`src/rtl/uart_rx_frame.sv`:
```
// uart_rx_frame: one-sample-per-bit serial frame receiver.
// The line is sampled once per clock. The receiver recognises a start bit (0),
// then DATA_BITS data bits sent LSB first, then one stop bit (1).
// A good frame produces a one-cycle valid pulse and updates data.
// A bad stop bit produces a one-cycle frame_err pulse and leaves data unchanged.
// All outputs come straight from flops, so there is no combinational path from signal.
module uart_rx_frame #(
    parameter int DATA_BITS = 8
) (
    input  logic                 clk,
    input  logic                 reset,
    input  logic                 signal,
    output logic                 valid,
    output logic [DATA_BITS-1:0] data,
    output logic                 frame_err
);

    // The counter is wide enough to hold DATA_BITS, so it never wraps mid-frame.
    localparam int CW = $clog2(DATA_BITS + 1);

    // WAIT_IDLE keeps a stuck-low line (after reset or after a framing error)
    // from being mistaken for a start bit. Only IDLE accepts a start bit.
    localparam logic [1:0] ST_WAIT_IDLE = 2'd0;
    localparam logic [1:0] ST_IDLE      = 2'd1;
    localparam logic [1:0] ST_DATA      = 2'd2;
    localparam logic [1:0] ST_STOP      = 2'd3;

    logic [1:0]           state_reg, state_next;
    logic [CW-1:0]        cnt_reg, cnt_next;
    logic [DATA_BITS-1:0] shift_reg, shift_next;
    logic [DATA_BITS-1:0] data_reg, data_next;
    logic                 valid_reg, valid_next;
    logic                 ferr_reg, ferr_next;

    // Next-state logic: frame sequencing, data shifting and pulse generation.
    always_comb begin
        state_next = state_reg;
        cnt_next   = cnt_reg;
        shift_next = shift_reg;
        data_next  = data_reg;
        valid_next = 1'b0;
        ferr_next  = 1'b0;
        case (state_reg)
            ST_WAIT_IDLE: begin
                if (signal) begin
                    state_next = ST_IDLE;
                end
            end
            ST_IDLE: begin
                if (!signal) begin
                    state_next = ST_DATA;
                    cnt_next   = '0;
                end
            end
            ST_DATA: begin
                // Shift right and insert at the MSB. After DATA_BITS shifts,
                // the first bit received ends up in bit 0.
                shift_next = {signal, shift_reg[DATA_BITS-1:1]};
                cnt_next   = cnt_reg + CW'(1);
                if (cnt_reg == CW'(DATA_BITS - 1)) begin
                    state_next = ST_STOP;
                end
            end
            ST_STOP: begin
                if (signal) begin
                    data_next  = shift_reg;
                    valid_next = 1'b1;
                    state_next = ST_IDLE;
                end else begin
                    ferr_next  = 1'b1;
                    state_next = ST_WAIT_IDLE;
                end
            end
            default: begin
                state_next = ST_WAIT_IDLE;
            end
        endcase
    end

    // State and output registers. The reset is asynchronous and active-low.
    always_ff @(posedge clk or negedge reset) begin
        if (!reset) begin
            state_reg <= ST_WAIT_IDLE;
            cnt_reg   <= '0;
            shift_reg <= '0;
            data_reg  <= '0;
            valid_reg <= 1'b0;
            ferr_reg  <= 1'b0;
        end else begin
            state_reg <= state_next;
            cnt_reg   <= cnt_next;
            shift_reg <= shift_next;
            data_reg  <= data_next;
            valid_reg <= valid_next;
            ferr_reg  <= ferr_next;
        end
    end

    assign valid     = valid_reg;
    assign data      = data_reg;
    assign frame_err = ferr_reg;

endmodule

```
`config.mk`:
```
export PLATFORM = sky130hd
export DESIGN_NAME = uart_rx_frame
export DESIGN_NICKNAME = d
export VERILOG_FILES = /design/src/rtl/uart_rx_frame.sv
export SDC_FILE = /design/constraint.sdc
export NUM_CORES = 1
export LEC_CHECK = 0
export BUFFER_PORTS_ARGS = -buffer_cell sky130_fd_sc_hd__buf_2
export CAP_MARGIN = 20
export CORE_MARGIN = 2
export CORE_UTILIZATION = 58
export CTS_BUF_LIST = sky130_fd_sc_hd__clkbuf_4
export DETAILED_ROUTE_END_ITERATION = 10
export PLACE_DENSITY = 0.81
export REMOVE_ABC_BUFFERS = 1
export SLEW_MARGIN = 30
export SYNTH_ARGS = -nofsm -noshare
export SYNTH_HDL_FRONTEND = slang
export SYNTH_SLANG_ARGS = --single-unit
```
`constraint.sdc`:
```
create_clock -name clk -period 1.6 [get_ports clk]
set_input_delay 0.32 -clock clk [delete_from_list [all_inputs] [get_ports clk]]
set_output_delay 0.32 -clock clk [all_outputs]
set_load 0.05 [all_outputs]
```
==> impl_metrics.toml <==
[synthesis]
synth_cell_types = 24
synthCells = 73
syn_area_um2 = 1077
ys_ff_latch = 24
seq_area_frac_synth = 0.5575
yosys_warnings = 0
syn_area_per_cell_um2 = 14.76

[final_layout]
antennaDiodeCount = 0
nNetsFinal = 104
nFillCells = 125
drive_gt1_frac = 0.5213
synthToLayoutAreaGrowth_pct = 17.65
seq_area_um2 = 600.6
multi_input_comb_area_um2 = 456.7
layout.cells.non_filler = 119

[drt]
viasPerCell = 5.303
vias = 631
ant_nets = 0
drc = 0
drt-total-wl_um = 1712
firstDrtPassIters = 2
drt_iter0_drc = 3
avgRoutedWirePerCell_um = 14.39

[worst_setup_path]
r2r_cells = 5
crit_end = "state_reg[1]$_DFFE_PN0P_"
crit_start = "state_reg[0]$_DFFE_PN0P_"
critical_path.slowest_cell = "dfrtp_1"
r2r-start = "state_reg[0]$_DFFE_PN0P_"
start_kind = "flop"
required_ns = 1.80
critPathArrivalTime_ns = 1.75
worstReg2RegEnd = "state_reg[1]$_DFFE_PN0P_"
critPathMaxStageDelay_ns = 0.42
worst-setup-path-type = "flop to flop"
path_max_fanout = 4
crit_chain = "inv_2 > ha_1 > mux2_4 > a21oi_4 > mux2_1"
end_kind = "flop"
r2r_setup_slack_ns = 0.06

[global_route]
track_usage = 0.1679
grt-ovfl-total = 0
antenna_found_initial = 0
grt_max_degree = 25
grt_pass1_vias = 558
grt_pass1_wl_um = 2518

[hold_path]
hold_path.class = "input port to flop"

[clocking]
insertion_delay_ns = 0.31
cts_tree = "done"
numCtsBuffers = 3
clockRootBuffer = "clkbuf_4"
clock_path_buffers = 2
cts.clk_slew.worst_paths_ns = 0.13
clock_sink_count = 24
h-tree-depth = 1

[die]
core_um2 = 1745
die_x_um = 47.10
die-area_um2 = 2218
io_pins = 13
initial_core_util = 0.6172
rows = 15
die-height_um = 47.10

[timing]
finalCritPeriodShare = 0.9650
fin_ws_ns = 0.05596
hold_viol_final = 0
drv_slew = 0
whs_ns = 0.3702
fin_worst_skew_ns = 0.003206
maxSlewHeadroom = 0.6549
setup_viol = 0
min_period_ns = 1.544
worst_pin_slew_ns = 0.5177
max_freq_mhz = 647.7
fin_setup_tns_ns = 0

[place]
hpwl_um = 1116
gp_congestion = 0.7078
dp_worst_setup_slack_ns = -0.0004038
dp_cells = 110
port-buffer-count = 12

[run]
drv_cap = 0

[outcome]
status = "completed"
==> synth_stat cells <==
cell / instances / area (um^2)
ha_1: 6 / 75.07
mux2_4: 1 / 15.01
mux2_1: 1 / 11.26
nand3b_1: 1 / 7.510
nand2_2: 1 / 6.260
buf_6: 1 / 11.26
buf_2: 1 / 5.000
a22o_1: 2 / 17.52
a21oi_4: 1 / 16.27
a211oi_2: 1 / 12.51
nor2_1: 1 / 3.750
a2bb2oi_2: 1 / 15.01
dfrtp_1: 24 / 600.6
a21oi_1: 2 / 10.01
o21ai_0: 1 / 5.000
nor3b_1: 1 / 7.510
a21o_1: 1 / 7.510
a32o_1: 1 / 10.01
inv_1: 3 / 11.26
nand2_1: 1 / 3.750
mux2_2: 18 / 202.7
and3b_1: 1 / 8.760
nand3_1: 1 / 5.000
and2b_2: 1 / 8.760
==> timing repair <==
action,in CTS,in global routing
resized for setup,0,4
pin swaps,0,0
hold buffers,1,0
endpoints found under the setup margin,2,14
endpoints found under the hold margin,24,0
cloned,0,0
setup buffers,1,3
==> worst min-delay path by stage <==
| stage | from | endpoint | slack [ns] | cells after the start |
|---|---|---|---|---|
| after floorplan | reset | cnt_reg[0]$_DFFE_PN0P_ | 0.02 | 0 |
| after global placement | reset | cnt_reg[3]$_DFFE_PN0P_ | 0.32 | 1 |
| after detailed placement | reset | cnt_reg[3]$_DFFE_PN0P_ | 0.32 | 1 |
| after CTS | signal | shift_reg[7]$_DFFE_PN0N_ | 0.36 | 2 |
| after global routing | signal | shift_reg[7]$_DFFE_PN0N_ | 0.36 | 2 |
| final | signal | shift_reg[7]$_DFFE_PN0N_ | 0.37 | 2 |
==> area by class of cell <==
cell class,count,share of cell area
Multi-Input combinational cell,44,0.3603
Tap cell,25,0.02468
Clock buffer,3,0.01777
Sequential cell,24,0.4738
Inverter,3,0.008884
Timing Repair Buffer,19,0.09082
Clock inverter,1,0.02369
==> cells by family (layout without fill, tap and decap cells) <==
group                      count (synthesis)  in the layout  share of synthesized area
DFF                                       24             24                     0.5575
muxes                                     20             20                     0.2125
AOI/OAI and AO/OA                         10             10                    0.08711
and+or+nand+nor                            8              8                    0.04762
adders and majority gates                  6              6                    0.06968
buffers and inverters                      5             26                    0.02555
==> stage by stage <==
step | instance area [um^2] | utilization
final | 1267 | 0.7262
after global routing | 1267 | 0.7262
after CTS | 1237 | 0.7090
after detailed placement | 1167 | 0.6688
after global placement | 1167 | 0.6688
after floorplan | 1061 | -
==> cells in the final DEF (no fill, tap or decap) <==
| master | synthesis | layout |
|---|---|---|
| nand2_2 | 1 | 1 |
| o21ai_1 | 0 | 1 |
| ha_1 | 6 | 5 |
| a21o_1 | 1 | 1 |
| a2bb2oi_2 | 1 | 1 |
| a22o_1 | 2 | 2 |
| inv_2 | 0 | 1 |
| nand3_1 | 1 | 1 |
| bufinv_16 | 0 | 1 |
| dlygate4sd3_1 | 0 | 1 |
| mux2_2 | 18 | 18 |
| ha_2 | 0 | 1 |
| nor3b_2 | 0 | 1 |
| mux2_1 | 1 | 1 |
| buf_2 | 1 | 12 |
| a211oi_2 | 1 | 1 |
| dfrtp_1 | 24 | 24 |
| inv_1 | 3 | 2 |
| a21oi_4 | 1 | 1 |
| buf_4 | 0 | 6 |
| nor2_1 | 1 | 1 |
| a32o_1 | 1 | 1 |
| nand2_1 | 1 | 1 |
| and3b_1 | 1 | 1 |
| a21oi_1 | 2 | 2 |
| mux2_4 | 1 | 1 |
| and2b_2 | 1 | 1 |
| nand3b_1 | 1 | 1 |
| clkbuf_4 | 0 | 3 |
==> worst max-delay path: cells and delay by family, from the launching register on <==
kind            cells  cell delay, ns
buf+inv             1            0.08
mux                 2            0.62
flops               1            0.42
compound gates      1            0.14
fa+ha+maj           1            0.19
==> routing by layer <==
layer	share of wire	track usage	up-vias	routed length [um]
met5	0	0	-	0
met4	0.0058	0.05000	0	10
met3	0.030	0.03462	2	51
met2	0.51	0.2740	10	865
met1	0.46	0.2275	316	784
li1	-	-	303	-
Power is left out: the tool's default activity adds up to more than one toggle a clock period on the data nets, which glitch-free logic cannot reach.
